<file path="config.mk">
export PLATFORM = sky130hd
export DESIGN_NAME = microwave_timer
export DESIGN_NICKNAME = d
export VERILOG_FILES = /design/src/rtl/microwave_defs.sv /design/src/rtl/mmss_bcd_counter.sv /design/src/rtl/microwave_timer.sv
export SDC_FILE = /design/constraint.sdc
export NUM_CORES = 1
export LEC_CHECK = 0
export ABC_CLOCK_PERIOD_IN_PS = 7900
export CORE_MARGIN = 2
export CORE_UTILIZATION = 50
export CTS_BUF_LIST = sky130_fd_sc_hd__clkbuf_4 sky130_fd_sc_hd__clkbuf_8
export DETAILED_ROUTE_END_ITERATION = 8
export PLACE_DENSITY = 0.67
export SLEW_MARGIN = 0
export SYNTH_ARGS = -nofsm -noshare
export SYNTH_HDL_FRONTEND = slang
export SYNTH_SLANG_ARGS = --single-unit
</file>
<file path="constraint.sdc">
create_clock -name clk -period 7.9 [get_ports clk]
set_input_delay 1.58 -clock clk [delete_from_list [all_inputs] [get_ports clk]]
set_output_delay 1.58 -clock clk [all_outputs]
set_load 0.01 [all_outputs]
</file>
<file path="src/rtl/microwave_defs.sv">
// Shared definitions for the microwave cook-time core: FSM encodings and BCD digit layout.
package microwave_defs;
   localparam int unsigned DIGIT_W = 4;

   typedef enum logic [1:0] {
      IDLE  = 2'd0,
      COOK  = 2'd1,
      PAUSE = 2'd2,
      DONE  = 2'd3
   } state_t;

   typedef struct packed {
      logic [DIGIT_W-1:0] mt;
      logic [DIGIT_W-1:0] mu;
      logic [DIGIT_W-1:0] st;
      logic [DIGIT_W-1:0] su;
   } mmss_t;
endpackage

</file>
<file path="src/rtl/mmss_bcd_counter.sv">
// MM:SS BCD register with keypad shift, express load and one-second decrement.
module mmss_bcd_counter
   import microwave_defs::*;
#(
   parameter int unsigned EXPRESS_SEC = 30
) (
   input  logic               clk,
   input  logic               rst_n,
   input  logic               clear,
   input  logic               shift,
   input  logic [DIGIT_W-1:0] shift_digit,
   input  logic               load_express,
   input  logic               decrement,
   output mmss_t              digits,
   output logic               zero_c,
   output logic               dec_zero_c
);
   localparam logic [DIGIT_W-1:0] EXP_ST = DIGIT_W'(EXPRESS_SEC / 10);
   localparam logic [DIGIT_W-1:0] EXP_SU = DIGIT_W'(EXPRESS_SEC % 10);

   mmss_t dec_val;

   // Borrow chain; seconds tens may hold up to 9 from entry (e.g. 00:90).
   always_comb begin
      dec_val = digits;
      if (digits.su != '0) begin
         dec_val.su = digits.su - DIGIT_W'(1);
      end else if (digits.st != '0) begin
         dec_val.st = digits.st - DIGIT_W'(1);
         dec_val.su = DIGIT_W'(9);
      end else if (digits.mu != '0) begin
         dec_val.mu = digits.mu - DIGIT_W'(1);
         dec_val.st = DIGIT_W'(5);
         dec_val.su = DIGIT_W'(9);
      end else if (digits.mt != '0) begin
         dec_val.mt = digits.mt - DIGIT_W'(1);
         dec_val.mu = DIGIT_W'(9);
         dec_val.st = DIGIT_W'(5);
         dec_val.su = DIGIT_W'(9);
      end
   end

   assign zero_c     = (digits == '0);
   assign dec_zero_c = (dec_val == '0);

   always_ff @(posedge clk or negedge rst_n) begin
      if (!rst_n) begin
         digits <= '0;
      end else if (clear) begin
         digits <= '0;
      end else if (load_express) begin
         digits <= '{mt: '0, mu: '0, st: EXP_ST, su: EXP_SU};
      end else if (shift) begin
         digits <= '{mt: digits.mu, mu: digits.st, st: digits.su, su: shift_digit};
      end else if (decrement) begin
         digits <= dec_val;
      end
   end
endmodule

</file>
<file path="src/rtl/microwave_timer.sv">
// Cook-time entry/countdown FSM with one-second prescaler, magnetron enable and done flag.
module microwave_timer
   import microwave_defs::*;
#(
   parameter int unsigned TICK_DIV    = 50_000_000,
   parameter int unsigned EXPRESS_SEC = 30
) (
   input  logic       clk,
   input  logic       rst_n,
   input  logic       key_valid,
   input  logic [3:0] key_code,
   input  logic       start,
   input  logic       stop_clear,
   input  logic       door_closed,
   output logic [3:0] min_tens,
   output logic [3:0] min_units,
   output logic [3:0] sec_tens,
   output logic [3:0] sec_units,
   output logic       mag_on,
   output logic       done
);
   localparam int unsigned       PRE_W   = $clog2(TICK_DIV);
   localparam logic [PRE_W-1:0]  PRE_MAX = PRE_W'(TICK_DIV - 1);

   state_t           state, state_nxt;
   logic [PRE_W-1:0] pre, pre_nxt;
   logic             clr, shift, load_express, decrement;
   logic             zero_c, dec_zero_c, key_ok, tick;
   mmss_t            digits;

   assign key_ok = key_valid && (key_code <= 4'd9);
   assign tick   = (pre == PRE_MAX);

   mmss_bcd_counter #(.EXPRESS_SEC(EXPRESS_SEC)) u_cnt (
      .clk          (clk),
      .rst_n        (rst_n),
      .clear        (clr),
      .shift        (shift),
      .shift_digit  (key_code),
      .load_express (load_express),
      .decrement    (decrement),
      .digits       (digits),
      .zero_c       (zero_c),
      .dec_zero_c   (dec_zero_c)
   );

   always_ff @(posedge clk or negedge rst_n) begin
      if (!rst_n) begin
         state  <= IDLE;
         pre    <= '0;
         mag_on <= 1'b0;
         done   <= 1'b0;
      end else begin
         state  <= state_nxt;
         pre    <= pre_nxt;
         mag_on <= (state_nxt == COOK);
         done   <= (state_nxt == DONE);
      end
   end

   // Priority stop_clear > start > key in every state.
   always_comb begin
      state_nxt    = state;
      pre_nxt      = pre;
      clr          = 1'b0;
      shift        = 1'b0;
      load_express = 1'b0;
      decrement    = 1'b0;
      case (state)
         IDLE: begin
            if (stop_clear) begin
               state_nxt = IDLE;
            end else if (start) begin
               if (door_closed) begin
                  state_nxt    = COOK;
                  pre_nxt      = '0;
                  load_express = zero_c;
               end
            end else if (key_ok) begin
               shift = 1'b1;
            end
         end
         COOK: begin
            if (stop_clear || !door_closed) begin
               state_nxt = PAUSE;
            end else if (tick) begin
               pre_nxt   = '0;
               decrement = 1'b1;
               if (dec_zero_c) state_nxt = DONE;
            end else begin
               pre_nxt = pre + PRE_W'(1);
            end
         end
         PAUSE: begin
            if (stop_clear) begin
               state_nxt = IDLE;
               clr       = 1'b1;
            end else if (start && door_closed) begin
               state_nxt = COOK;
            end
         end
         DONE: begin
            if (stop_clear || (start && door_closed)) state_nxt = IDLE;
         end
         default: state_nxt = IDLE;
      endcase
   end

   assign min_tens  = digits.mt;
   assign min_units = digits.mu;
   assign sec_tens  = digits.st;
   assign sec_units = digits.su;
endmodule

</file>
Word level (Yosys, flattened, before mapping)
Cells that the tools add are included.
{"block": "totals", "word_cells": 79, "output_inout_bits": 18, "regBits": 46}
{"block": "op_classes", "magnitude_cmp": 1, "n_reduce_logical": 15, "muxes": 40, "eq_ne": 10, "n_addsub": 5}
{"cell": "26-bit two-way mux", "n": 5}
{"cell": "16-bit two-way mux", "n": 5}
{"cell": "26-bit one-hot mux with 2 select lines", "n": 1}
{"cell": "16-bit logical NOT", "n": 2}
{"cell": "26-bit by 1-bit adder with 26-bit output (second input constant)", "n": 1}
{"cell": "26-bit equality test (second input constant)", "n": 1}
{"cell": "12-bit two-way mux", "n": 2}
{"cell": "4-bit nonzero test", "n": 5}
{"cell": "2-bit two-way mux", "n": 9}
{"cell": "8-bit two-way mux", "n": 2}
{"cell": "4-bit by 1-bit subtractor with 4-bit output (second input constant)", "n": 4}
{"cell": "1-bit two-way mux", "n": 13}
{"cell": "4-bit two-way mux", "n": 2}
{"cell": "2-bit != test (second input constant)", "n": 4}
{"cell": "2-bit one-hot mux with 4 select lines", "n": 1}
{"cell": "2-bit equality test (second input constant)", "n": 3}
{"cell": "5-bit AND reduction", "n": 1}
{"cell": "2-bit by 1-bit equality test with 1-bit output (second input constant)", "n": 2}
{"cell": "4-bit <= comparator (second input constant)", "n": 1}
{"cell": "1-bit logical AND", "n": 2}
{"cell": "2-bit logical NOT", "n": 1}
{"cell": "1-bit logical OR", "n": 2}
{"cell": "2-bit nonzero test", "n": 1}
{"cell": "1-bit logical NOT", "n": 1}

Logic depth before layout (Yosys ltp)
{"block": "depth", "word_depth": 11, "mapped_depth": 9}

Cells and area by module
Synthesis repeated with hierarchy kept, for this count alone.
{"block": "unflattened", "cells_unflattened": 374, "hier_area_um2": 3248.1}
{"module": "microwave_timer", "cells_per_inst": 196, "area_each_um2": 1783.0, "seq_area_each_um2": 750.7, "n_inst": 1}
{"module": "mmss_bcd_counter", "cells_per_inst": 178, "area_each_um2": 1465.2, "seq_area_each_um2": 400.4, "n_inst": 1}

Least setup slack after synthesis
Ideal clock, no wire load.
{"block": "synth_path", "path_type": "input to register", "startpoint": "in stop_clear", "endpoint": "reg, netlist name u_cnt.digits[5]", "path_stages": 7, "required_time_ns": 7.806, "slack_ns": 4.767, "n_path_buf": 1, "t_arrival_ns": 3.040, "cell_sequence": "nand2b_1 -> or2_2 -> nor4_4 -> buf_4 -> nand2_1 -> o21a_1 -> a221oi_2"}
{"block": "synth_via", "elab_chain_len": 5, "word_cells_on_any_way": 13, "classes_between": "11 x mux; 2 x reduce/logical"}
{"item": "start, declared", "line": "microwave_timer.sv:13", "rtl": "input logic stop_clear,"}
{"item": "1-bit two-way mux", "line": "microwave_timer.sv:71", "rtl": "if (stop_clear) begin"}
{"item": "1-bit two-way mux", "line": "microwave_timer.sv:69", "rtl": "case (state)"}
{"item": "16-bit two-way mux", "line": "mmss_bcd_counter.sv:53", "rtl": "end else if (shift) begin"}
{"item": "16-bit two-way mux", "line": "mmss_bcd_counter.sv:51", "rtl": "end else if (load_express) begin"}
{"item": "16-bit two-way mux", "line": "mmss_bcd_counter.sv:49", "rtl": "end else if (clear) begin"}
Several ways; a longest one is shown, not always the timed one.
A chain may end at the register's enable or synchronous reset.

Worst setup path after layout
{"block": "layout_path", "startpoint": "in stop_clear", "endpoint": "reg, netlist name u_cnt.digits[9]"}
{"block": "layout_via", "elab_chain_len": 5, "word_cells_on_any_way": 13, "classes_between": "11 x mux; 2 x reduce/logical"}
{"item": "1-bit two-way mux", "line": "microwave_timer.sv:71"}
{"item": "1-bit two-way mux", "line": "microwave_timer.sv:69"}
{"item": "16-bit two-way mux", "line": "mmss_bcd_counter.sv:53"}
{"item": "16-bit two-way mux", "line": "mmss_bcd_counter.sv:51"}
{"item": "16-bit two-way mux", "line": "mmss_bcd_counter.sv:49"}
Several ways; a longest one is shown, not always the timed one.

==> results.txt <==
* Kind of start point of the critical path: input port
* Yosys top cell area share: 37.2%
- Capturing element type of the critical path: register
- For this run, asynchronously set or reset flops after synthesis account for 100%.
- Final antenna-violating net count: 0
- The net count of the finished layout is 396.
* Arrival time at the worst endpoint: 4190 ps
- In this run, CTS created clock tree buffers numbering 5.
- For this design the static power due to leakage is 1.37 nW.
- Distinct cells, synth: 59
* Iteration-0 DRC Markers: 201
- Placed wire-length estimate after detailed placement: 5600 µm
- Number of input and output port buffers inserted: 27
- Entering global routing, the biggest net connects 47 pins.
- Counting every net in the synthesized netlist gives 377.
- In this run the tightest slew margin relative to its limit is 27.3%.
* # Post-CTS Setup Buffers: 0
* Sum Neg Setup Slack: 0 ps
- Clock tree skew after final layout: 11.1 ps
- Final count of negative-setup-slack endpoints: 0
* Total power density per cell area: 227 mW/mm²
- Floorplan die width: 82.7 µm
- Sequential fraction of the synthesis area: 37.2%
* Final min period: 3970 ps
- Part of the cycle the worst path needs: 50.3%
* Core Footprint: 0.00596 mm²
* Storage element area: 0.00115 mm²
- The number of placed instances, taps included, is 449.
* Clock network latency to the later pin of the worst-skew pair: 300 ps
- At the worst endpoint, the required time is 8120 ps.
- Clock-pin slew was measured on the worst setup and hold paths at 90 ps.
- Synthesis-to-layout area growth: 12.9%
- Largest fanout on the critical path: 19
- For this run, the number of Yosys warnings is 0.
* Vias in the first global route: 2,680
- Counting along the longest clock path gives a buffer depth of 2.
- Vias after detailed routing: 2,840
* Final Routed Wirelength: 7910 µm
- The die covers 0.00683 mm².
- The multi-input combinational cells in the finished layout cover a total of 0.00181 mm².
- Synthesis produced 362 cells.
- Combined global-route utilization of all metal layers: 24.7%
* Crit path kind: input port to register
* Wire length of the first global-routing pass: 12,900 µm
* Final critical-path setup slack: 3930 ps
* Slew Viols, Final: 0
- Gate family responsible for the most delay along the worst path: simple AND/OR/NAND/NOR gates
- Most instantiated library cell after synthesis: dfrtp_1
- Critical path, cell by cell: clkdlybuf4s50_1 -> nand2b_1 -> or2_2 -> nor4_4 -> nand2_1 -> o31a_1 -> a221oi_2
- RSZ-0062 raised after global routing: false
- Total of fill cells in the finished design: 568
- Synthesized cell area: 0.00309 mm²
* Post-CTS Hold Buffers: 0
* Least-Margin Pin Slew: 1080 ps
- Path category of the worst min-delay check: register to register
- The synthesized design contains 0 enable-type register cells.
- Antenna fix cells: 0
* Post-route standard cell area excluding fillers: 0.00349 mm²
* Floorplan row count: 28
* Worst IR drop on VDD: 0.137 mV
* Fraction of the core area covered by cells at the end of the flow: 58.6%
- Among all flip-flop cells after synthesis, the most frequent one is dfrtp_1.
- The commonest cells after synthesis are dfrtp_1, nand2_1, nor2_1.
- After detailed routing, the number of remaining DRC violations is 0.
- Counting cells, the worst reg-to-reg path comes to 7.
- Syn avg cell area: 8.54 µm²
- H-tree level count: 2
- Sorting the synthesized cells by area gives the leading types as dfrtp_1, o21ai_0, nand2_1, nor2_1, a21oi_1.
* Clock net sink count: 46
* Effective utilization at floorplan: 51.9%
- Across the run, the number of max-cap violations was 0.
- Detail-routed net length per standard cell: 17.3 µm
* Count of cells along the worst hold path: 1
- TritonCTS built the clock tree.
- The biggest area contributor in the post-synthesis netlist is dfrtp_1.
* Max frequency: 252 MHz
- CP Depth: 7
* Pre-CTS worst setup slack: 3660 ps
- Final number of hold-violating endpoints: 0
* Root buf cell: clkbuf_8
- Global routing finished with a remaining overflow of 0.
- Fraction of final layout cells sized beyond drive strength 1: 7.33%
- The number of antenna violations at the first check in global routing is 0.
- The number of buffers and inverters on the critical path is 1.
* Largest stage delay, worst path: 820 ps
- The run finished with clean final reports.
- Before antenna repair, the detailed router went through 4 iterations.
- Cell area after placement: 0.00338 mm²
- Final Wtd Congestion: 0.896
* Num ports: 28
- Flops & latches, synth: 46
- The number of gates resized after CTS was 0.
- The count of cells in the finished layout, fillers not included, comes to 457.
- Post-DR vias/cell: 6.21
* Slowest-stage cell, CP: nor4_4
- Die H: 82.7 µm
-- kinds of logic (layout without fill, tap and decap cells) --
kind of cell	after synthesis	in the layout	share of synthesized area (%)
simple gates	166	166	30.3
compound gates	99	99	20.6
xor+xnor	9	9	2.55
mux	9	9	3.07
buf+inv	28	48	4.25
flops	46	46	37.2
fa+ha+maj	5	5	2.02
-- power breakdown --
part           switching (W)  internal (W)  leakage [nW]  total [W]
logic               0.000153      0.000136         0.694   0.000290
registers          0.0000554      0.000264         0.615   0.000320
clock network      0.0000817      0.000102        0.0593   0.000183
-- path summary, 6_finish.rpt --
check | from | to | slack, ps
hold reg to reg | pre[3] | pre[3] | 500
max in group asynchronous | rst_n | u_cnt.digits[5] | 5780
min in group asynchronous | rst_n | u_cnt.digits[10] | 1460
setup reg to reg | pre[0] | u_cnt.digits[9] | 5000
hold / removal | pre[3] | pre[3] | 500
setup / recovery | stop_clear | u_cnt.digits[9] | 3930
-- per-layer routing --
metal	vias up	global-route usage [%]	routed length (µm)
met5	-	0	0
met4	0	9.18	160
met3	12	3.04	288
met2	67	45.0	4000
met1	1378	29.7	3460
li1	1383	-	-
-- metrics by stage --
stage                     total power (W)  hold slack (ps)
after global placement           0.000608              485
after global routing             0.000847              551
after floorplan                  0.000504              460
after CTS                        0.000798              506
after detailed placement         0.000613              493
final                            0.000793              503
-- area by class of cell --
class                      instances  share of cell area [%]
timing repair buffer              29                    8.03
sequential                        46                    33.0
multi-input combinational        288                    51.9
clock inverter                     1                   0.860
clock buffer                       7                    2.40
tap                               75                    2.69
inverter                          11                    1.18
-- cells in the final DEF, fill, tap and decap left out, types with 2 or more instances in the layout --
cell	n
nand2_1	36
a21o_1	3
nor2_1	36
nand3b_1	3
a221oi_2	2
a21oi_1	21
clkbuf_4	2
ha_1	5
o211ai_1	2
o21ai_0	33
and4_1	4
buf_4	2
clkdlybuf4s50_1	26
nor3b_1	4
a32o_1	2
o311ai_0	3
dfrtp_1	46
o41ai_1	2
nor3_1	5
nor4_2	2
xnor2_1	5
and3_1	7
and3b_1	2
o31ai_1	13
a31oi_1	4
clkbuf_8	5
nand2b_1	4
nand4_1	15
inv_1	11
o21a_1	2
nor2b_1	10
xor2_1	4
or3b_1	4
nor4_1	3
o22ai_1	2
or2_2	2
nand3_1	18
mux2_2	4
mux2i_1	5
or3_1	2
-- flip-flops by register name (all words and copies together) (netlist names) --
signal / cells
pre: 26
state: 2
done: 1
u_cnt.digits: 16
mag_on: 1
No activity file was read; power rests on OpenSTA's default activity.
